<file path="src/rtl/vga_pkg.sv">
// Shared constants, control codes and state type for the text-mode display path.
// The character buffer and the text writer both size their ports from these widths.
package vga_pkg;

    localparam int TXT_COLS = 80;
    localparam int TXT_ROWS = 30;
    localparam int COL_W    = 7;
    localparam int ROW_W    = 5;
    localparam int CHAR_W   = 7;

    localparam logic [CHAR_W-1:0] ASCII_BS = 7'h08;
    localparam logic [CHAR_W-1:0] ASCII_LF = 7'h0A;
    localparam logic [CHAR_W-1:0] ASCII_FF = 7'h0C;
    localparam logic [CHAR_W-1:0] ASCII_CR = 7'h0D;
    localparam logic [CHAR_W-1:0] ASCII_SP = 7'h20;

    typedef enum logic [1:0] {
        TW_IDLE,
        TW_CLR_LINE,
        TW_CLR_SCREEN
    } tw_state_e;

    function automatic logic is_printable(input logic [CHAR_W-1:0] code);
        return (code >= 7'h20) && (code <= 7'h7E);
    endfunction

endpackage

</file>
<file path="src/rtl/clear_seq.sv">
// Address sweeper for clearing: either one row (row mode) or the whole screen,
// row-major. last_o flags the final address so the owner can stop on that write.
module clear_seq
    import vga_pkg::*;
#(
    parameter int COLS = TXT_COLS,
    parameter int ROWS = TXT_ROWS
) (
    input  logic             clk_i,
    input  logic             rstn_i,
    input  logic             start_i,
    input  logic             row_mode_i,
    input  logic [ROW_W-1:0] row_i,
    input  logic             advance_i,
    output logic [COL_W-1:0] col_o,
    output logic [ROW_W-1:0] row_o,
    output logic             last_o
);

    localparam logic [COL_W-1:0] COL_LAST = COL_W'(COLS - 1);
    localparam logic [ROW_W-1:0] ROW_LAST = ROW_W'(ROWS - 1);

    logic [COL_W-1:0] col_q, col_d;
    logic [ROW_W-1:0] row_q, row_d;
    logic             row_mode_q, row_mode_d;

    always_comb begin
        col_d      = col_q;
        row_d      = row_q;
        row_mode_d = row_mode_q;
        if (start_i) begin
            col_d      = '0;
            row_d      = row_mode_i ? row_i : '0;
            row_mode_d = row_mode_i;
        end else if (advance_i) begin
            if (col_q == COL_LAST) begin
                col_d = '0;
                row_d = (row_q == ROW_LAST) ? '0 : row_q + ROW_W'(1);
            end else begin
                col_d = col_q + COL_W'(1);
            end
        end
    end

    always_ff @(posedge clk_i or negedge rstn_i) begin
        if (!rstn_i) begin
            col_q      <= '0;
            row_q      <= '0;
            row_mode_q <= 1'b0;
        end else begin
            col_q      <= col_d;
            row_q      <= row_d;
            row_mode_q <= row_mode_d;
        end
    end

    assign col_o  = col_q;
    assign row_o  = row_q;
    assign last_o = (col_q == COL_LAST) && (row_mode_q || (row_q == ROW_LAST));

endmodule

</file>
<file path="src/rtl/text_writer.sv">
// Turns a valid/ready stream of ASCII codes into character-buffer writes at a
// hardware cursor, with wrap, control codes and line/screen clears.
module text_writer
    import vga_pkg::*;
#(
    parameter int COLS = TXT_COLS,
    parameter int ROWS = TXT_ROWS
) (
    input  logic              clk_i,
    input  logic              rstn_i,
    input  logic              char_valid_i,
    input  logic [CHAR_W-1:0] char_i,
    output logic              char_ready_o,
    output logic              wr_en_o,
    output logic [COL_W-1:0]  col_w_o,
    output logic [ROW_W-1:0]  row_w_o,
    output logic [CHAR_W-1:0] din_o,
    output logic [COL_W-1:0]  cur_col_o,
    output logic [ROW_W-1:0]  cur_row_o
);

    localparam logic [COL_W-1:0] COL_LAST = COL_W'(COLS - 1);
    localparam logic [ROW_W-1:0] ROW_LAST = ROW_W'(ROWS - 1);

    tw_state_e         state_q, state_d;
    logic [COL_W-1:0]  cur_col_q, cur_col_d;
    logic [ROW_W-1:0]  cur_row_q, cur_row_d;
    logic              wr_en_q, wr_en_d;
    logic [COL_W-1:0]  col_w_q, col_w_d;
    logic [ROW_W-1:0]  row_w_q, row_w_d;
    logic [CHAR_W-1:0] din_q, din_d;

    logic [ROW_W-1:0]  row_next;
    logic              seq_start;
    logic              seq_row_mode;
    logic              seq_advance;
    logic [COL_W-1:0]  seq_col;
    logic [ROW_W-1:0]  seq_row;
    logic              seq_last;

    assign row_next    = (cur_row_q == ROW_LAST) ? '0 : cur_row_q + ROW_W'(1);
    assign seq_advance = (state_q != TW_IDLE);

    clear_seq #(
        .COLS(COLS),
        .ROWS(ROWS)
    ) u_clear_seq (
        .clk_i      (clk_i),
        .rstn_i     (rstn_i),
        .start_i    (seq_start),
        .row_mode_i (seq_row_mode),
        .row_i      (row_next),
        .advance_i  (seq_advance),
        .col_o      (seq_col),
        .row_o      (seq_row),
        .last_o     (seq_last)
    );

    // The cursor moves at the acceptance edge; a clear then runs on its own counter.
    always_comb begin
        state_d      = state_q;
        cur_col_d    = cur_col_q;
        cur_row_d    = cur_row_q;
        wr_en_d      = 1'b0;
        col_w_d      = col_w_q;
        row_w_d      = row_w_q;
        din_d        = din_q;
        seq_start    = 1'b0;
        seq_row_mode = 1'b1;

        case (state_q)
            TW_IDLE: begin
                if (char_valid_i) begin
                    if (is_printable(char_i)) begin
                        wr_en_d = 1'b1;
                        col_w_d = cur_col_q;
                        row_w_d = cur_row_q;
                        din_d   = char_i;
                        if (cur_col_q == COL_LAST) begin
                            cur_col_d = '0;
                            cur_row_d = row_next;
                            state_d   = TW_CLR_LINE;
                            seq_start = 1'b1;
                        end else begin
                            cur_col_d = cur_col_q + COL_W'(1);
                        end
                    end else begin
                        case (char_i)
                            ASCII_LF: begin
                                cur_col_d = '0;
                                cur_row_d = row_next;
                                state_d   = TW_CLR_LINE;
                                seq_start = 1'b1;
                            end
                            ASCII_CR: cur_col_d = '0;
                            ASCII_BS: begin
                                if (cur_col_q != '0) begin
                                    cur_col_d = cur_col_q - COL_W'(1);
                                    wr_en_d   = 1'b1;
                                    col_w_d   = cur_col_q - COL_W'(1);
                                    row_w_d   = cur_row_q;
                                    din_d     = ASCII_SP;
                                end
                            end
                            ASCII_FF: begin
                                cur_col_d    = '0;
                                cur_row_d    = '0;
                                state_d      = TW_CLR_SCREEN;
                                seq_start    = 1'b1;
                                seq_row_mode = 1'b0;
                            end
                            default: ;
                        endcase
                    end
                end
            end
            TW_CLR_LINE, TW_CLR_SCREEN: begin
                wr_en_d = 1'b1;
                col_w_d = seq_col;
                row_w_d = seq_row;
                din_d   = ASCII_SP;
                if (seq_last) begin
                    state_d = TW_IDLE;
                end
            end
            default: state_d = TW_IDLE;
        endcase
    end

    always_ff @(posedge clk_i or negedge rstn_i) begin
        if (!rstn_i) begin
            state_q   <= TW_IDLE;
            cur_col_q <= '0;
            cur_row_q <= '0;
            wr_en_q   <= 1'b0;
            col_w_q   <= '0;
            row_w_q   <= '0;
            din_q     <= '0;
        end else begin
            state_q   <= state_d;
            cur_col_q <= cur_col_d;
            cur_row_q <= cur_row_d;
            wr_en_q   <= wr_en_d;
            col_w_q   <= col_w_d;
            row_w_q   <= row_w_d;
            din_q     <= din_d;
        end
    end

    assign char_ready_o = (state_q == TW_IDLE);
    assign wr_en_o      = wr_en_q;
    assign col_w_o      = col_w_q;
    assign row_w_o      = row_w_q;
    assign din_o        = din_q;
    assign cur_col_o    = cur_col_q;
    assign cur_row_o    = cur_row_q;

endmodule

</file>
<file path="config.mk">
export PLATFORM = sky130hd
export DESIGN_NAME = text_writer
export DESIGN_NICKNAME = d
export VERILOG_FILES = /design/src/rtl/vga_pkg.sv /design/src/rtl/clear_seq.sv /design/src/rtl/text_writer.sv
export SDC_FILE = /design/constraint.sdc
export NUM_CORES = 1
export LEC_CHECK = 0
export ABC_AREA = 0
export BUFFER_PORTS_ARGS = -buffer_cell sky130_fd_sc_hd__buf_2
export CAP_MARGIN = 10
export CELL_PAD_IN_SITES_DETAIL_PLACEMENT = 1
export CELL_PAD_IN_SITES_GLOBAL_PLACEMENT = 2
export CORE_UTILIZATION = 36
export DETAILED_ROUTE_END_ITERATION = 6
export PLACE_DENSITY = 0.83
export SLEW_MARGIN = 10
export SYNTH_ARGS = -nofsm -noshare
export SYNTH_HDL_FRONTEND = slang
export SYNTH_SLANG_ARGS = --single-unit
export TNS_END_PERCENT = 50
</file>
<file path="constraint.sdc">
create_clock -name clk_i -period 2.7 [get_ports clk_i]
set_input_delay 0.54 -clock clk_i [delete_from_list [all_inputs] [get_ports clk_i]]
set_output_delay 0.54 -clock clk_i [all_outputs]
set_load 0.05 [all_outputs]
</file>
Word level (Yosys, flattened, before mapping):

Index checks and enable logic that the tools add are counted.

* output and inout bits: 33
* input bits: 10
* logic and storage cells: 104
* register bits after elaboration: 47

* muxes and demuxes: 50
* reductions and logical operators: 19
* add/sub/neg operators: 5
* equal/unequal tests: 18
* order comparisons: 2

Operators by type and width (number)
* 7-bit 2-to-1 mux: 13
* 5-bit 2-to-1 mux: 12
* 7-bit one-hot mux with 2 select lines: 3
* 7-bit by 4-bit == test with 1-bit output (second input constant): 4
* 5-bit one-hot mux with 2 select lines: 2
* 4-bit AND reduction: 4
* 7-bit by 1-bit adder with 7-bit output (second input constant): 2
* 7-bit == test (second input constant): 2
* 1-bit 2-to-1 mux: 13
* 5-bit by 1-bit adder with 5-bit output (second input constant): 2
* 5-bit == test (second input constant): 2
* 2-bit 2-to-1 mux: 4
* 2-bit one-hot mux with 2 select lines: 2
* 2-bit nonzero test: 4
* 7-bit by 6-bit greater-or-equal comparator with 1-bit output (second input constant): 1
* 7-bit less-or-equal comparator (second input constant): 1
* 7-bit nonzero test: 1
* 7-bit by 1-bit subtractor with 7-bit output (second input constant): 1
* 3-bit by 1-bit != test with 1-bit output (second input constant): 2
* 3-bit nonzero test: 2
* 2-bit != test (second input constant): 2
* 4-bit by 1-bit != test with 1-bit output (second input constant): 1
* 2-bit OR reduction: 2
* 3-bit by 2-bit != test with 1-bit output (second input constant): 1
* 10 further kinds: 11

Depth between registers and ports, before layout:

* depth after elaboration: 8
* gate-level depth with buffers: 8
* depth with buffers taken out: 7

Hierarchy:

Synthesis repeated with hierarchy kept, for this count alone.

* cell total of the unflattened synthesis: 339
* area, all modules: 3185.6 um^2

Modules (own cells, without submodules)
* text_writer: instances 1, cells each 252, area each 2356.0 um^2, seq. area each 850.8 um^2
* clear_seq: instances 1, cells each 87, area each 829.5 um^2, seq. area each 325.3 um^2

Least setup slack after synthesis:

No wires, ideal clock.

* path type: input-to-reg
* start: input port char_i[6]
* end: register col_w_q[0], in the netlist col_w_o[0]
* setup slack: 0.103 ns
* library setup time: 0.125 ns
* data arrival time: 2.472 ns
* buffers on the path: 2
* data required time: 2.575 ns
* stages on the path: 7
* cell sequence: or4b_1 > buf_2 > or3_4 > o31a_4 > o22ai_4 > buf_12 > mux2_4

* word-level cells in the longest chain between the ends: 5
* elaborated cells on any way between the ends: 10
* classes of those cells: 2 x order compare; 3 x eq/ne; 3 x mux; 2 x reduce/logical

RTL lines
* from (decl): RTL line text_writer.sv:12 `input logic [CHAR_W-1:0] char_i,`
* 7-bit by 6-bit greater-or-equal comparator with 1-bit output / 7-bit less-or-equal comparator (equally long branches): RTL line vga_pkg.sv:24 `return (code >= 7'h20) && (code <= 7'h7E);`
* 1-bit logical AND: RTL line vga_pkg.sv:24
* 7-bit 2-to-1 mux: RTL line text_writer.sv:74 `if (is_printable(char_i)) begin`
* 7-bit 2-to-1 mux: RTL line text_writer.sv:73 `if (char_valid_i) begin`
* 7-bit one-hot mux with 2 select lines: RTL line text_writer.sv:71 `case (state_q)`
* to (signal assigned): RTL line text_writer.sv:144 `col_w_q <= col_w_d;`
* to (decl): RTL line text_writer.sv:29 `logic [COL_W-1:0] col_w_q, col_w_d;`

Parallel ways exist; a longest one is shown, timed or not. The select of a mux whose other input is x is not followed.
A chain may end at the register's enable or synchronous reset.

Worst setup path after layout:

* start: register cur_col_q[0], in the netlist cur_col_o[0]
* end: register u_clear_seq.col_q[0], in the netlist u_clear_seq.col_o[0]

* word-level cells in the longest chain between the ends: 6
* elaborated cells on any way between the ends: 7
* classes of those cells: 1 x eq/ne; 5 x mux; 1 x reduce/logical

RTL lines
* from (decl): RTL line text_writer.sv:26 `logic [COL_W-1:0] cur_col_q, cur_col_d;`
* from (signal assigned): RTL line text_writer.sv:141 `cur_col_q <= cur_col_d;`
* 7-bit == test *: RTL line text_writer.sv:79 `if (cur_col_q == COL_LAST) begin`
* 1-bit 2-to-1 mux *: RTL line text_writer.sv:79
* 1-bit 2-to-1 mux *: RTL line text_writer.sv:74
* 1-bit 2-to-1 mux *: RTL line text_writer.sv:73
* 1-bit 2-to-1 mux *: RTL line text_writer.sv:71
* 7-bit 2-to-1 mux / 2-bit nonzero test (equally long branches)
* to (signal assigned): RTL line clear_seq.sv:51 `col_q <= col_d;`
* to (decl): RTL line clear_seq.sv:23 `logic [COL_W-1:0] col_q, col_d;`

Mark *: on every way between the ends. The rest lies on a longest branch, timed or not.

==> flow_metrics.tcl <==
set metrics [dict create \
    drive_gt1_share_pct 29.0 \
    p_per_area_nw_per_um2 1260 \
    first_iter_violations 81 \
    drt-total-wl_um 8360 \
    fillers 994 \
    yosysSeqAreaShare_pct 38.9 \
    status "completed" \
    worst_path_max_delay_cell "a21oi_1" \
    ys_async_sr_fraction_pct 100 \
    cts_made_buffers 5 \
    hold_class "primary input to asynchronous set/reset pin" \
    yosysMostFrequentCell "dfrtp_1" \
    critPathTopFamily "compound AO/OA/AOI/OAI gates" \
    wl_per_cell_um 18.2 \
    tightestPinTransition_ps 861 \
    crit_chain "ha_1 -> and3_1 -> and3_1 -> a21o_1 -> a21oi_1 -> mux2_2" \
    synth_area_leader_cell "dfrtp_1" \
    path_class "flop to flop" \
    io_pins 43 \
    via_per_inst 5.72 \
    slew_headroom_pct 42.6 \
    maxSlewViolCount 0 \
    rsz0062_at_grt "no" \
    ys_seq_elements 47 \
    synth_cell_types 64 \
    p_leak_nw 1.65 \
    crit_buf_inv 0 \
    synth-edff-count 0 \
    grt_usage_pct 20.3 \
    crit_path_end_kind "flop" \
    ant_nets 0 \
    min_period_ps 2420 \
    fin_nets 374 \
    cts_root_buf "clkbuf_8" \
    setup_violations 0 \
    synthCells 304 \
    ir_drop_mv 0.610 \
    path_common_cell "and3_1" \
    grt_pass1_wl_um 13900 \
    dp.final_hpwl_um 6290 \
    vias 2630 \
    cts.sinks 47 \
    die_h_um 93.6 \
    area_growth_pct 16.1 \
    num_rows 33 \
    hold_viol_final 0 \
    cts_buffer_depth 2 \
    die_w_um 93.6 \
    finClkSkew_ps 5.45 \
    synthTopCellsByArea "dfrtp_1, mux2_4, ha_1, mux2_2, o21ai_0" \
    post-cts-setup-buffer-count 0 \
    cp_data_arrival_time_ps 2670 \
    period_share_pct 89.7 \
    cts_htree_levels 2 \
    setup-tns-final_ps 0 \
    overflow 0 \
    firstDrtPassIters 4 \
    synth.top_cell.area_share_pct 38.9 \
    pre_cts_ws_ps 8.03 \
    critPathLaunchType "flop" \
    portBuffers 42 \
    required_ps 2950 \
    grt_pass1_vias 2700 \
    drv_cap 0 \
    drc_errors 0 \
    die-area_um2 8760 \
    ys.warnings.count 0 \
    grt_max_degree 37 \
    insertion_delay_ps 310 \
    gp_congestion 0.853 \
    floorplan.initialDensity_pct 36.9 \
    antenna_found_initial 0 \
    synth.cell_area_um2 3020 \
    antenna_cells 0 \
    layout_setup_ws_ps 277 \
    clkTransAtPathRegs_ps 100 \
    cts_tree "yes" \
    clock.fmax_mhz 413 \
    core_area_um2 8180 \
    hold_ws_ps 341 \
    avgSynthCellArea_um2 9.94 \
    path_max_fanout 8 \
    syn_nets 324 \
    cpPeakStageDelay_ps 560 \
    synthFlopType "dfrtp_1" \
    ys_top_cells_by_count "dfrtp_1, nor2_1, o21ai_0" \
]
[worst paths after layout]
check	startpoint	end	slack, ps	cells after the start
max	cur_col_o[0]$_DFFE_PN0P_	u_clear_seq.col_o[0]$_DFFE_PN0P_	280	6
min	rstn_i	din_o[0]$_DFFE_PN0P_	340	1
max reg2reg	cur_col_o[0]$_DFFE_PN0P_	u_clear_seq.col_o[0]$_DFFE_PN0P_	280	6
min reg2reg	din_o[3]$_DFFE_PN0P_	din_o[3]$_DFFE_PN0P_	480	1
max in group asynchronous	rstn_i	cur_row_o[0]$_DFFE_PN0P_	1710	2
min in group clk_i	din_o[3]$_DFFE_PN0P_	din_o[3]$_DFFE_PN0P_	480	1
[cell usage in the layout (no fill, tap or decap), types with 11 or more instances in the layout]
master / count
a21oi_1: 12
a21o_1: 11
o21ai_0: 18
nor2_1: 20
buf_4: 17
buf_2: 42
mux2_2: 11
dfrtp_1: 47
nor3_1: 11
[flip-flops by register name, summed over array words and instances (netlist names)]
| name | count |
|---|---|
| row_w_o | 5 |
| col_w_o | 7 |
| state_q | 2 |
| cur_col_o | 7 |
| u_clear_seq.col_o | 7 |
| din_o | 7 |
| u_clear_seq.row_o | 5 |
| cur_row_o | 5 |
| u_clear_seq.row_mode_q | 1 |
| wr_en_o | 1 |
[layer usage]
metal / vias to the layer above / GRT usage, % / wire length [µm]
met5: - / 0 / 0
met4: 0 / 5.00 / 61
met3: 6 / 2.11 / 190
met2: 38 / 33.9 / 3980
met1: 1339 / 28.0 / 4130
li1: 1247 / - / -
[timing repair]
action                     in CTS  in global routing
setup endpoints to repair       0                  1
resized for setup               0                  1
hold buffers                    0                  0
[cells by family (layout without fill, tap and decap cells)]
family                     Yosys count  in the layout  synth area share, %
buffers and inverters               28             79                 4.39
and+or+nand+nor                    100            100                 19.2
muxes                               24             24                 10.1
xor gates and xnor gates             6              6                 1.74
adders and majority gates           10             10                 4.14
DFF                                 47             47                 38.9
AOI/OAI and AO/OA                   89             89                 21.5
[power breakdown]
group / internal, mW / switching [mW] / leakage, nW / total, mW
clock network: 0.182 / 0.256 / 0.0412 / 0.438
registers: 0.994 / 0.300 / 0.585 / 1.29
logic: 0.977 / 1.73 / 1.02 / 2.70
[stage by stage]
| stage | total power [mW] | cells | utilization (%) | instance area [µm²] |
|---|---|---|---|---|
| global route | 4.74 | 460 | 42.9 | 3510 |
| CTS | 4.47 | 460 | 42.9 | 3500 |
| detailed placement | 4.02 | 452 | 41.8 | 3420 |
| finish | 4.44 | 460 | 42.9 | 3510 |
| floorplan | 3.33 | 304 | - | 3020 |
| global placement | 3.95 | 452 | 41.8 | 3420 |
[area by class of cell]
| class | count | area, µm² | share of cell area (%) |
|---|---|---|---|
| multi-input combinational | 229 | 1720 | 48.9 |
| inverter | 11 | 41.3 | 1.18 |
| timing repair buffer | 60 | 358 | 10.2 |
| sequential | 47 | 1180 | 33.5 |
| clock inverter | 2 | 12.5 | 0.357 |
| clock buffer | 6 | 72.6 | 2.07 |
| tap | 105 | 131 | 3.75 |
Power figures use the tool's default switching activity.
